**config.mk**
```make
export PLATFORM = sky130hd
export DESIGN_NAME = grant_requester
export DESIGN_NICKNAME = d
export VERILOG_FILES = /design/src/rtl/grant_requester.sv
export SDC_FILE = /design/constraint.sdc
export NUM_CORES = 1
export LEC_CHECK = 0
export BUFFER_PORTS_ARGS = -buffer_cell sky130_fd_sc_hd__buf_4
export CORE_MARGIN = 1
export CORE_UTILIZATION = 40
export DETAILED_ROUTE_END_ITERATION = 8
export SYNTH_ARGS = -nofsm -noshare
export SYNTH_HDL_FRONTEND = slang
export SYNTH_SLANG_ARGS = --single-unit
```
**constraint.sdc**
```tcl
create_clock -name clock -period 6.8 [get_ports clock]
set_clock_uncertainty 0.05 [all_clocks]
set_input_delay 0.34 -clock clock [delete_from_list [all_inputs] [get_ports clock]]
set_output_delay 0.34 -clock clock [all_outputs]
set_load 0.005 [all_outputs]
```
**src/rtl/grant_requester.sv**
```systemverilog
// grant_requester: requester-side agent for the tree priority selector.
// Queues jobs per channel, requests the selector, then runs a fixed-length burst
// for the granted channel and pulses done on the last beat.
// Optional macro GRANT_CHECK_EN adds a sticky grant_err output that flags
// multi-hot grants and grants to channels that were not requesting.
module grant_requester #(
    parameter int NUM_CH    = 8,
    parameter int CNT_W     = 3,
    parameter int BURST_LEN = 4
) (
    input  logic              clock,
    input  logic              reset,
    input  logic [NUM_CH-1:0] job_valid,
    output logic [NUM_CH-1:0] job_ready,
    output logic [NUM_CH-1:0] req,
    output logic              en,
    input  logic [NUM_CH-1:0] gnt,
    output logic              busy,
    output logic [NUM_CH-1:0] owner,
    output logic              done,
    output logic [NUM_CH-1:0] done_ch
`ifdef GRANT_CHECK_EN
    ,
    output logic              grant_err
`endif
);

    localparam logic [CNT_W-1:0] CNT_MAX = '1;
    localparam int BEAT_W = (BURST_LEN > 1) ? $clog2(BURST_LEN) : 1;
    localparam logic [BEAT_W-1:0] LAST_BEAT = BEAT_W'(BURST_LEN - 1);

    typedef enum logic [1:0] {
        IDLE,
        REQ,
        BUSY
    } state_t;

    state_t state, state_next;

    logic [CNT_W-1:0]  cnt [NUM_CH];
    logic [BEAT_W-1:0] beat;
    logic [NUM_CH-1:0] pending;
    logic [NUM_CH-1:0] enq;
    logic [NUM_CH-1:0] deq;
    logic              any_pending;
    logic              grant_take;
    logic              last_beat;

    // Per-channel queue status: non-empty, not-full, accepted enqueue, grant decrement.
    always_comb begin
        pending    = '0;
        job_ready  = '0;
        enq        = '0;
        deq        = '0;
        grant_take = (state == REQ) && (gnt != '0);
        for (int i = 0; i < NUM_CH; i++) begin
            pending[i]   = (cnt[i] != '0);
            job_ready[i] = (cnt[i] != CNT_MAX);
            enq[i]       = job_valid[i] && job_ready[i];
            deq[i]       = grant_take && gnt[i] && pending[i];
        end
        any_pending = |pending;
        last_beat   = (beat == LAST_BEAT);
    end

    // Pending-job counters; an enqueue and a grant on the same channel cancel out.
    always_ff @(posedge clock or posedge reset) begin
        if (reset) begin
            for (int i = 0; i < NUM_CH; i++) begin
                cnt[i] <= '0;
            end
        end else begin
            for (int i = 0; i < NUM_CH; i++) begin
                if (enq[i] && !deq[i]) begin
                    cnt[i] <= cnt[i] + CNT_W'(1);
                end else if (deq[i] && !enq[i]) begin
                    cnt[i] <= cnt[i] - CNT_W'(1);
                end
            end
        end
    end

    // FSM state register.
    always_ff @(posedge clock or posedge reset) begin
        if (reset) begin
            state <= IDLE;
        end else begin
            state <= state_next;
        end
    end

    // Next-state and selector-facing outputs; the selector answers in the same cycle.
    always_comb begin
        state_next = state;
        req        = '0;
        en         = 1'b0;
        busy       = 1'b0;
        done       = 1'b0;
        done_ch    = '0;
        case (state)
            IDLE: begin
                if (any_pending) begin
                    state_next = REQ;
                end
            end
            REQ: begin
                en  = 1'b1;
                req = pending;
                if (grant_take) begin
                    state_next = BUSY;
                end
            end
            BUSY: begin
                busy = 1'b1;
                if (last_beat) begin
                    done       = 1'b1;
                    done_ch    = owner;
                    state_next = IDLE;
                end
            end
            default: begin
                state_next = IDLE;
            end
        endcase
    end

    // Burst owner and beat counter; the grant is latched as given, even if illegal.
    always_ff @(posedge clock or posedge reset) begin
        if (reset) begin
            owner <= '0;
            beat  <= '0;
        end else if (grant_take) begin
            owner <= gnt;
            beat  <= '0;
        end else if (state == BUSY) begin
            if (last_beat) begin
                owner <= '0;
                beat  <= '0;
            end else begin
                beat <= beat + BEAT_W'(1);
            end
        end
    end

`ifdef GRANT_CHECK_EN
    // Sticky flag for grants that are multi-hot or hit a non-requesting channel.
    always_ff @(posedge clock or posedge reset) begin
        if (reset) begin
            grant_err <= 1'b0;
        end else if (state == REQ && gnt != '0) begin
            if (((gnt & (gnt - NUM_CH'(1))) != '0) || ((gnt & ~pending) != '0)) begin
                grant_err <= 1'b1;
            end
        end
    end
`endif

endmodule

```
==> Word-level counts from Yosys, hierarchy flattened <==
Cells that the tools add are included.
{ "totals": {"register_bits": 36, "latch_bits": 0, "ramBits": 0, "mem_bits_ro": 0, "mem_count": 0} }
{ "op_classes": {"add_sub_neg": 17, "mul": 0, "n_div": 0, "order_cmp": 0, "n_eq_ne": 14, "shifts": 0, "mux": 33, "n_bitwise": 0, "n_reduce_logical": 80} }
{ "ops": {"columns": ["operator", "count"], "rows": [
  ["$mux W3", 16],
  ["$mux W8", 6],
  ["$logic_and A1 B1 Y1", 41],
  ["$add A3 B1 Y3 const B", 8],
  ["$ne A3 B3 Y1 const B", 8],
  ["$reduce_bool A3 Y1", 8],
  ["$sub A3 B1 Y3 const B", 8],
  ["$reduce_bool A2 Y1", 10],
  ["$logic_not A1 Y1", 16],
  ["$mux W2", 6],
  ["$reduce_bool A8 Y1", 1],
  ["$reduce_or A8 Y1", 1],
  ["$ne A2 B2 Y1 const B", 3],
  ["$pmux W2 S3", 1],
  ["$eq A2 B2 Y1 const B", 2],
  ["$mux W1", 4],
  ["$reduce_and A3 Y1", 1],
  ["$add A2 B1 Y2 const B", 1],
  ["$eq A2 B1 Y1 const B", 1],
  ["$logic_not A2 Y1", 1],
  ["$reduce_and A2 Y1", 1]
]} }

==> Depth between registers and ports, before layout <==
Gate-level depths: netlist (run 1).
{ "depth": {"ltp_word": 7, "ltp_mapped": 11, "mapped_depth_nobuf": 10} }

==> Worst setup path after synthesis (run 1) <==
Ideal clock, no wire load.
{ "synth_timing": {"path_type": "register -> register", "from": "register state[1]", "to": "register cnt[10] (netlist bit)", "setup_ns": 0.125, "t_arrival_ns": 1.977, "t_required_ns": 6.625, "slack_ns": 4.648, "stages_incl_launch_ff": 10, "path_buffers": 1, "synth_period_minus_slack_ns": 2.152, "path_cell_list": "dfrtp_1 -> nand2b_1 -> buf_4 -> clkinv_2 -> nand2_1 -> or2_1 -> ha_1 -> inv_1 -> fa_1 -> mux2_2"} }
{ "synth_between": {"elab_chain_len": 7, "elab_cells_between_ends": 9, "classes_between": "1 x eq/ne; 1 x mux; 7 x reduce/logical"} }
{ "synth_lines": {"columns": ["element", "line_no", "text"], "rows": [
  ["from (decl)", "38", "state_t state, state_next;"],
  ["from (signal assigned)", "88", "state <= state_next;"],
  ["$eq A2 B1 Y1 *", "55", "grant_take = (state == REQ) && (gnt != '0);"],
  ["$logic_and A1 B1 Y1 *", "55", null],
  ["$logic_and A1 B1 Y1 * (2 in a row)", "60", "deq[i] = grant_take && gnt[i] && pending[i];"],
  ["$logic_not A1 Y1", "74", "if (enq[i] && !deq[i]) begin"],
  ["$logic_and A1 B1 Y1", "74", null],
  ["$mux W3 / $reduce_bool A2 Y1 (equally long branches)", null, null],
  ["to (signal, indexed assignment)", "75", "cnt[i] <= cnt[i] + CNT_W'(1);"],
  ["to (signal, indexed assignment)", "77", "cnt[i] <= cnt[i] - CNT_W'(1);"],
  ["to (decl)", "40", "logic [CNT_W-1:0] cnt [NUM_CH];"]
]} }
Every way passes the cells marked *; elsewhere a longest branch is shown, timed or not.
A chain may end at the register's enable or synchronous reset.

==> Final worst setup path (run 1) <==
{ "layout_timing": {"from": "register state[1]", "to": "register cnt[11] (netlist bit)"} }
The elaborated chain is that of the path after synthesis.

==> impl_metrics.ini, run 1 <==
[clock_network]
numCtsBuffers = 5
root_buffer = clkbuf_8
post_cts_buffers = 0
hold_buffers = 0
clk_latency_ns = 0.28
cts.path.max_buffers = 2
clkSinkCount = 36
cts_resized = 0
cts_tree = yes
h-tree-depth = 2
clkTransAtPathRegs_ns = 0.07

[yosys]
synth_warnings = 0
yosysSeqAreaShare = 0.433
synthDistinctLibCells = 30
avgSynthCellArea_um2 = 10.5
synth.net_count = 233
netlist_top_cells_area = dfrtp_1, fa_1, xor2_1
ys_ff_latch = 36
synth_area_um2 = 2080
synthCells = 198
synth_top_area_share = 0.433
yosysTopAreaCell = dfrtp_1

[timing]
fmax_ghz = 0.403
rsz0062_at_grt = no
tightestPinTransition_ns = 0.482
slew_headroom = 0.679
setup-violations-final = 0
slew_violations = 0
fin_ws_ns = 4.32
post-route-period-util = 0.365
finalHoldViolations = 0
fin_crit_ns = 2.48
tns_ns = 0

[finish]
seq_area_um2 = 901
final_nets = 291
finalNonFillerCells = 324
multiInputGateArea_um2 = 1120
layout_common_cells = buf_4, dfrtp_1, nand2_1
drive_above_1_share = 0.292
antennaDiodeCount = 0
final_common_cell = buf_4
fill_cells = 443
stdcell_area_um2 = 2640
synthToLayoutAreaGrowth_pct = 27.1

[setup_path]
end_kind = flip-flop
crit_family = simple AND/OR/NAND/NOR gates
critPathMostFrequentCell = xor2_1
path_class = reg -> reg
ff2ff_path_depth = 10
cpMaxStageDelayCell = nand2b_1
critPathBufInv = 2
critPathRequiredTime_ns = 6.96
cp_cell_sequence = nand2b_1, clkinv_2, nand2_1, or2_1, ha_1, inv_1, fa_1, xor2_1, nor2_1, xor2_1
crit_path_start = state[1]
cp-start-kind = flip-flop
critPathArrivalTime_ns = 2.64
path_depth = 10
rr_startpoint = state[1]
slowest_delay_ns = 0.43
cp_max_fo = 10

[floorplan]
rows = 25
die-height_um = 74.1
start_util = 0.429
ioPinCount = 53
fp.dieW_um = 74.1
placeableCoreArea_um2 = 4850
dieArea_um2 = 5490

[place]
dp_hpwl_mm = 3.30
place_area_um2 = 2550
routabilityCongestion = 0.773
placedCellCount = 316
portBuffers = 52
preCtsSetupSlack_ns = 4.30

[drt]
route.detailed.drc = 0
viasPerCell = 4.81
wl_mm = 4.31
wl_per_cell_um = 13.3
drt_iter0_markers = 128
vias = 1558
dr.pass1.iters = 4
postRouteAntennaNets = 0

[power]
power_mw = 1.22
power.density_nw_per_um2 = 463
p_leak_nw = 1.27
ir_drop_mv = 0.190

[worst_hold_path]
hold_class = in -> async

[global_route]
grt_overflow = 0
grt_max_degree = 37
grt_antenna_before_repair = 0
grt_pass1_wl_mm = 7.04
grt_pass1_vias = 1483
gr-usage-all-layers = 0.177

[flow_run]
drv_cap = 0

[outcome]
status = finished, final reports clean
## sequential cells by signal, summed over array words and instances (netlist names)
| signal | count |
|---|---|
| owner | 8 |
| cnt | 24 |
| state | 2 |
| beat | 2 |
## metal layers
| layer | vias up | part of all wire | wire length (um) | track usage |
|---|---|---|---|---|
| li1 | 770 | - | - | - |
| met1 | 747 | 0.47 | 2030 | 0.235 |
| met2 | 39 | 0.48 | 2060 | 0.273 |
| met3 | 2 | 0.045 | 192 | 0.0379 |
| met4 | 0 | 0.0067 | 29 | 0.0876 |
| met5 | - | 0 | 0 | 0 |
## worst min-delay path, stage by stage
cell   delay (ns)
buf_4        0.10
inv_1        0.04
buf_4        0.39
## power by group
| group | internal (mW) | switching, mW |
|---|---|---|
| Clock | 0.0808 | 0.0746 |
| Sequential | 0.331 | 0.125 |
| Combinational | 0.329 | 0.281 |
| Total | 0.741 | 0.481 |
## cell usage after synthesis
master,n
dfrtp_1,36
nand2_1,23
nor2_1,17
xor2_1,16
inv_1,12
and3_1,9
ha_1,9
nor3_1,9
and2_1,8
fa_1,8
mux2_2,8
nand3_1,8
o21ai_0,8
xnor2_1,8
nand2b_1,2
nor4_4,2
or2_1,2
a21boi_2,1
a21oi_1,1
a21oi_4,1
a311oi_2,1
and4_1,1
buf_4,1
clkbuf_1,1
clkinv_2,1
mux2i_1,1
nand3b_1,1
nor4_1,1
o21bai_1,1
o22ai_1,1
## layout make-up
type / instances / area share
multi-input combinational: 147 / 0.423
sequential: 36 / 0.341
clock inverter: 2 / 0.00379
clock buffer: 6 / 0.0313
inverter: 13 / 0.0189
tap: 67 / 0.0317
timing repair buffer: 53 / 0.151
## path summary, 6_finish.rpt
path	endpoint	slack (ns)
max	cnt[11]	4.32
min	cnt[8]	0.11
max reg2reg	cnt[11]	4.32
min reg2reg	cnt[11]	0.44
max in group asynchronous	cnt[15]	6.27
min in group clock	owner[3]	0.26
## metrics by stage
stage	hold WS, ns	utilization
finish	0.107	0.545
global route	0.155	0.545
CTS	0.126	0.545
detailed placement	0.432	0.526
global placement	0.431	0.526
floorplan	0.407	-
## cells by family (layout without fill, tap and decap cells)
group | Yosys count | after routing | share of synthesized area
XOR/XNOR | 24 | 24 | 0.101
AND/OR/NAND/NOR | 83 | 83 | 0.208
AO/OA/AOI/OAI | 14 | 14 | 0.0488
adder cells (fa/ha/maj) | 17 | 17 | 0.131
multiplexers | 9 | 9 | 0.0482
flip-flops | 36 | 36 | 0.433
buffers and inverters | 15 | 74 | 0.0295
Note: power is estimated with default switching activity, not from simulation.
==> run 2: changes to the inputs <==
--- a/config.mk
+++ b/config.mk
@@ -5,10 +5,12 @@
 export SDC_FILE = /design/constraint.sdc
 export NUM_CORES = 1
 export LEC_CHECK = 0
+export ABC_AREA = 1
 export BUFFER_PORTS_ARGS = -buffer_cell sky130_fd_sc_hd__buf_4
 export CORE_MARGIN = 1
 export CORE_UTILIZATION = 40
 export DETAILED_ROUTE_END_ITERATION = 8
+export PLACE_DENSITY = 0.65
 export SYNTH_ARGS = -nofsm -noshare
 export SYNTH_HDL_FRONTEND = slang
 export SYNTH_SLANG_ARGS = --single-unit
==> constraint.sdc (replaced) <==
create_clock -name clock -period 2.2 [get_ports clock]
set_clock_uncertainty 0.05 [all_clocks]
set_input_delay 0.11 -clock clock [delete_from_list [all_inputs] [get_ports clock]]
set_output_delay 0.11 -clock clock [all_outputs]
set_load 0.005 [all_outputs]
==> run 2 against run 1 <==
Against the previous run:
- core utilization grew 0.055 points
- global-route usage shrank 0.82 points
- combinational power grew to 3.4 times the previous value
- wire length grew 1.4%
- non-clock buffer count grew 11
- final cell count grew 16%
- via count grew 11%
- worst hold slack lost 0.089 ns
- area after synthesis grew 1.9%
- largest power group unchanged
==> impl_metrics.ini, run 2 <==
[yosys]
synthCells = 234
yosysTopAreaCell = dfrtp_1
netlist_top_cells_area = dfrtp_1, fa_1, inv_1
synth_edf_count = 0
synth_warnings = 0
async_flop_share = 1.00
synth.net_count = 269
synth_top_area_share = 0.426
yosysMostFrequentCell = inv_1
synthDistinctLibCells = 22
yosysSeqAreaShare = 0.426
synth_ff_type = dfrtp_1
avgSynthCellArea_um2 = 9.05
synth_commonest_cells = inv_1, dfrtp_1, nor2_1, nand2_1, xnor2_1
synth_area_um2 = 2120
ys_ff_latch = 36

[place]
portBuffers = 52
dp_hpwl_mm = 3.36
routabilityCongestion = 0.808
preCtsSetupSlack_ns = 0.0362
placedCellCount = 365

[finish]
largestRegisters = cnt (24), owner (8)
largest_register_ff_count = 24
drive_above_1_share = 0.297
synthToLayoutAreaGrowth_pct = 31.6
top_register = cnt
antennaDiodeCount = 0
finalNonFillerCells = 376
final_common_cell = buf_4
layout_common_cells = buf_4, inv_1, dfrtp_1
final_nets = 340

[clock_network]
clkTransAtPathRegs_ns = 0.07
clk_latency_ns = 0.29
cts_tree = yes
h-tree-depth = 2
clkSinkCount = 36
root_buffer = clkbuf_8
numCtsBuffers = 5
cts.path.max_buffers = 2

[worst_hold_path]
min_to = owner[3]
hp-start = gnt[3]
whs_path_depth = 3
hold_class = in -> reg

[setup_path]
critPathRequiredTime_ns = 2.32
ff2ff_path_depth = 8
r2r_slack_ns = 0.16
rr_startpoint = state[1]
slowest_delay_ns = 0.45
cp-start-kind = flip-flop
cp_cell_sequence = nor2_8, inv_2, nor2_2, nand2_1, ha_1, inv_1, fa_1, mux2_2
cpMaxStageDelayCell = dfrtp_1
cp_max_fo = 6
regToRegEndpoint = cnt[10]
end_kind = flip-flop
critPathArrivalTime_ns = 2.17
path_class = reg -> reg

[global_route]
gr-usage-all-layers = 0.168
grt_pass1_wl_mm = 6.94
grt_pass1_vias = 1634
grt_antenna_before_repair = 0
grt_max_degree = 37
grt_overflow = 0

[timing]
hold_ws_ns = 0.0188
slew_headroom = 0.690
rsz0062_at_grt = no
fin_ws_ns = 0.156
fmax_ghz = 0.489
setup-violations-final = 0
fin_crit_ns = 2.04
post-route-period-util = 0.929
tightestPinTransition_ns = 0.464
slew_violations = 0
tns_ns = 0
finalHoldViolations = 0

[drt]
wl_mm = 4.36
viasPerCell = 4.60
drt_iter0_markers = 41
dr.pass1.iters = 4
route.detailed.drc = 0
vias = 1730
wl_per_cell_um = 11.6
postRouteAntennaNets = 0

[floorplan]
fp.dieW_um = 74.8
placeableCoreArea_um2 = 5110
rows = 26
ioPinCount = 53
dieArea_um2 = 5590
start_util = 0.415
die-height_um = 74.8

[power]
power_mw = 3.90
ir_drop_mv = 0.612
power.density_nw_per_um2 = 1400
p_leak_nw = 1.39

[outcome]
status = finished, final reports clean

[flow_run]
drv_cap = 0
run 2: cell type report:
class | count | area, um2
flip-flops and latches | 36 | 901
well taps | 70 | 87.6
repair buffers | 64 | 483
multi-input cells | 155 | 1060
clock buffers | 5 | 68.8
fillers | 503 | 2320
clock inverters | 3 | 18.8
inverters | 43 | 161
run 2: worst max-delay path: cells and delay by family (launching register included):
| kind | cells | cell delay, ns |
|---|---|---|
| buffers and inverters | 2 | 0.17 |
| DFF | 1 | 0.45 |
| and+or+nand+nor | 3 | 0.40 |
| adders and majority gates | 2 | 0.60 |
| muxes | 1 | 0.27 |
run 2: worst max path at each step:
| stage | from | to | slack, ns | depth (start not counted) |
|---|---|---|---|---|
| 5_1_grt | cnt[18] | cnt[20] | 0.009 | 9 |
| 3_3_place_gp | gnt[7] | cnt[23] | 0.08 | 12 |
| 4_1_cts | state[0] | cnt[5] | 0.07 | 11 |
| 6_report | state[1] | cnt[10] | 0.16 | 8 |
| 2_1_floorplan | state[1] | cnt[16] | 0.12 | 9 |
| 3_5_place_dp | gnt[1] | cnt[5] | 0.04 | 12 |
run 2: power by group:
group          total (mW)  internal [mW]  switching (mW)
Clock               0.460          0.220           0.240
Combinational        2.05           1.10           0.950
Sequential           1.39           1.02           0.368
Total                3.90           2.34            1.56
run 2: cell families after synthesis:
| group | after synthesis | synth area share |
|---|---|---|
| DFF | 36 | 0.426 |
| xor gates and xnor gates | 16 | 0.0662 |
| and+or+nand+nor | 85 | 0.182 |
| muxes | 7 | 0.0372 |
| buffers and inverters | 44 | 0.0816 |
| AOI/OAI and AO/OA | 29 | 0.0786 |
| adders and majority gates | 17 | 0.129 |
run 2: what timing repair did:
action	4_1_cts	5_1_grt
buffers inserted	0	1
endpoints found under the hold margin	36	0
hold buffers	1	0
gates resized for setup	0	5
endpoints found under the setup margin	0	14
run 2: stage by stage:
stage / utilization / cell area (um2)
floorplan: - / 2120
global placement: 0.521 / 2660
detailed placement: 0.521 / 2660
CTS: 0.540 / 2760
global route: 0.545 / 2790
finish: 0.545 / 2790
run 2: metal layers:
metal | global-route usage | up-vias | routed length (um) | part of all wire
met3 | 0.0522 | 9 | 217 | 0.050
met5 | 0 | - | 0 | 0
met1 | 0.211 | 795 | 1990 | 0.46
met2 | 0.272 | 45 | 2060 | 0.47
met4 | 0.0671 | 0 | 88 | 0.020
li1 | - | 881 | - | -
==> run 3: changes to the inputs <==
--- a/config.mk
+++ b/config.mk
@@ -11,6 +11,8 @@
 export CORE_UTILIZATION = 40
 export DETAILED_ROUTE_END_ITERATION = 8
 export PLACE_DENSITY = 0.65
+export RECOVER_POWER = 100
+export REMOVE_ABC_BUFFERS = 1
 export SYNTH_ARGS = -nofsm -noshare
 export SYNTH_HDL_FRONTEND = slang
 export SYNTH_SLANG_ARGS = --single-unit
==> run 3 against run 2 <==
Against the previous run:
- clock power fell by 2%
- core utilization is 0.32 points higher
- setup slack worse by 0.019 ns
- sequential cell count stayed put
- die area unchanged
- fmax is 0.90% lower
- combinational power rose by 2%
- non-clock buffer count grew 4
- critical endpoint is now cnt[16]
- count of clock-buffer cells in the layout rose by 1
- final area grew 0.58%
- critical path depth up 2
==> impl_metrics.ini, run 3 (same netlist as run 2, synthesis figures left out) <==
[outcome]
status = finished, final reports clean

[finish]
final_common_cell = buf_4
top_register = cnt
seq_area_um2 = 902
largest_register_ff_count = 24
antennaDiodeCount = 0
final_nets = 343
drive_above_1_share = 0.299
synthToLayoutAreaGrowth_pct = 32.3
largestRegisters = cnt (24), owner (8)
layout_common_cells = buf_4, inv_1, dfrtp_1
fill_cells = 496
multiInputGateArea_um2 = 1060
stdcell_area_um2 = 2800

[clock_network]
clkSinkCount = 36
h-tree-depth = 2
clk_latency_ns = 0.29
cts_tree = yes
cts.path.max_buffers = 2
clkTransAtPathRegs_ns = 0.07
root_buffer = clkbuf_8
numCtsBuffers = 5

[timing]
fin_crit_ns = 2.06
rsz0062_at_grt = no
setup-violations-final = 0
slew_headroom = 0.399
tns_ns = 0
tightestPinTransition_ns = 0.901
post-route-period-util = 0.937
finalHoldViolations = 0
fmax_ghz = 0.485
slew_violations = 0

[floorplan]
ioPinCount = 53
rows = 26
fp.dieW_um = 74.8
start_util = 0.415
dieArea_um2 = 5590
placeableCoreArea_um2 = 5110
die-height_um = 74.8

[setup_path]
cp-start-kind = flip-flop
path_class = reg -> reg
critPathRequiredTime_ns = 2.33
cpMaxStageDelayCell = fa_1
crit_family = adder cells
end_kind = flip-flop
slowest_delay_ns = 0.42
cp_cell_sequence = inv_2, nor2_8, o21ai_4, buf_12, nor2_1, nand2_1, ha_1, inv_1, fa_1, mux2_2
cp_max_fo = 13
critPathArrivalTime_ns = 2.19
critPathBufInv = 3

[power]
power.density_nw_per_um2 = 1400
p_leak_nw = 1.38
ir_drop_mv = 0.555

[worst_hold_path]
hold_class = in -> reg

[global_route]
gr-usage-all-layers = 0.183
grt_antenna_before_repair = 0
grt_pass1_vias = 1670
grt_pass1_wl_mm = 7.58
grt_max_degree = 37
grt_overflow = 0

[drt]
dr.pass1.iters = 4
viasPerCell = 4.51
route.detailed.drc = 0
wl_per_cell_um = 11.7
wl_mm = 4.42
drt_iter0_markers = 103
vias = 1706
postRouteAntennaNets = 0

[place]
portBuffers = 52
place_area_um2 = 2690
dp_hpwl_mm = 3.45
routabilityCongestion = 0.797

[flow_run]
drv_cap = 0
==> run 3: changes by cell type in the layout (fill, tap and decap cells not counted), sizes merged <==
cell and delta:
buf -19, dlygate4sd3 +1, clkinv -2, clkbuf +23, o21ai -1
==> run 3: where the power goes <==
| group | leakage, nW | switching [mW] | total, mW | internal (mW) |
|---|---|---|---|---|
| combinational | 0.910 | 0.984 | 2.10 | 1.12 |
| sequential | 0.428 | 0.356 | 1.38 | 1.02 |
| clock | 0.0410 | 0.234 | 0.449 | 0.215 |
| total | 1.38 | 1.57 | 3.93 | 2.36 |
==> run 3: worst reg2reg max path, cell delays in order, from the launching register on <==
cell	delay [ns]
dfrtp_1	0.37
inv_2	0.07
nor2_8	0.14
o21ai_4	0.08
buf_12	0.15
nor2_1	0.09
nand2_1	0.06
ha_1	0.17
inv_1	0.09
fa_1	0.42
mux2_2	0.27
==> run 3: worst paths after layout <==
check | start | end | slack, ns | cells after the start
setup / recovery | state[0] | cnt[16] | 0.14 | 10
hold / removal | gnt[4] | owner[4] | 0.01 | 3
setup reg to reg | state[0] | cnt[16] | 0.14 | 10
hold reg to reg | beat[0] | beat[0] | 0.45 | 1
max in group asynchronous | reset | state[1] | 0.88 | 4
min in group asynchronous | reset | cnt[19] | 0.60 | 4
==> run 3: final cells by class <==
type | count | share of cell area
Inverter | 43 | 0.0576
Sequential cell | 36 | 0.322
Tap cell | 70 | 0.0313
Clock inverter | 1 | 0.00179
Multi-Input combinational cell | 154 | 0.378
Timing Repair Buffer | 68 | 0.184
Clock buffer | 6 | 0.0259
==> run 3: per-stage QoR <==
step           utilization  hold WS (ns)  power (mW)  cells  worst slack [ns]
6_report             0.549        0.0145        3.93    378             0.138
5_1_grt              0.549        0.0324        4.35    378           0.00198
4_1_cts              0.547       0.00163        3.97    377            0.0652
3_5_place_dp         0.527         0.222        3.49    368            0.0859
3_3_place_gp         0.527         0.208        3.42    368             0.127
2_1_floorplan            -         0.187        2.65    233             0.130
==> run 3: repair_timing <==
action,CTS,global route
endpoints found under the hold margin,37,0
hold buffers,2,0
endpoints found under the setup margin,0,13
gates resized for setup,0,10
setup buffers,0,1
==> run 3: metal layers <==
metal / vias to the layer above / share of wire / routed length [um] / GRT usage
met5: - / 0 / 0 / 0
met1: 780 / 0.48 / 2130 / 0.237
met2: 38 / 0.46 / 2040 / 0.300
met4: 0 / 0.013 / 58 / 0.0629
li1: 883 / - / - / -
met3: 5 / 0.043 / 188 / 0.0469
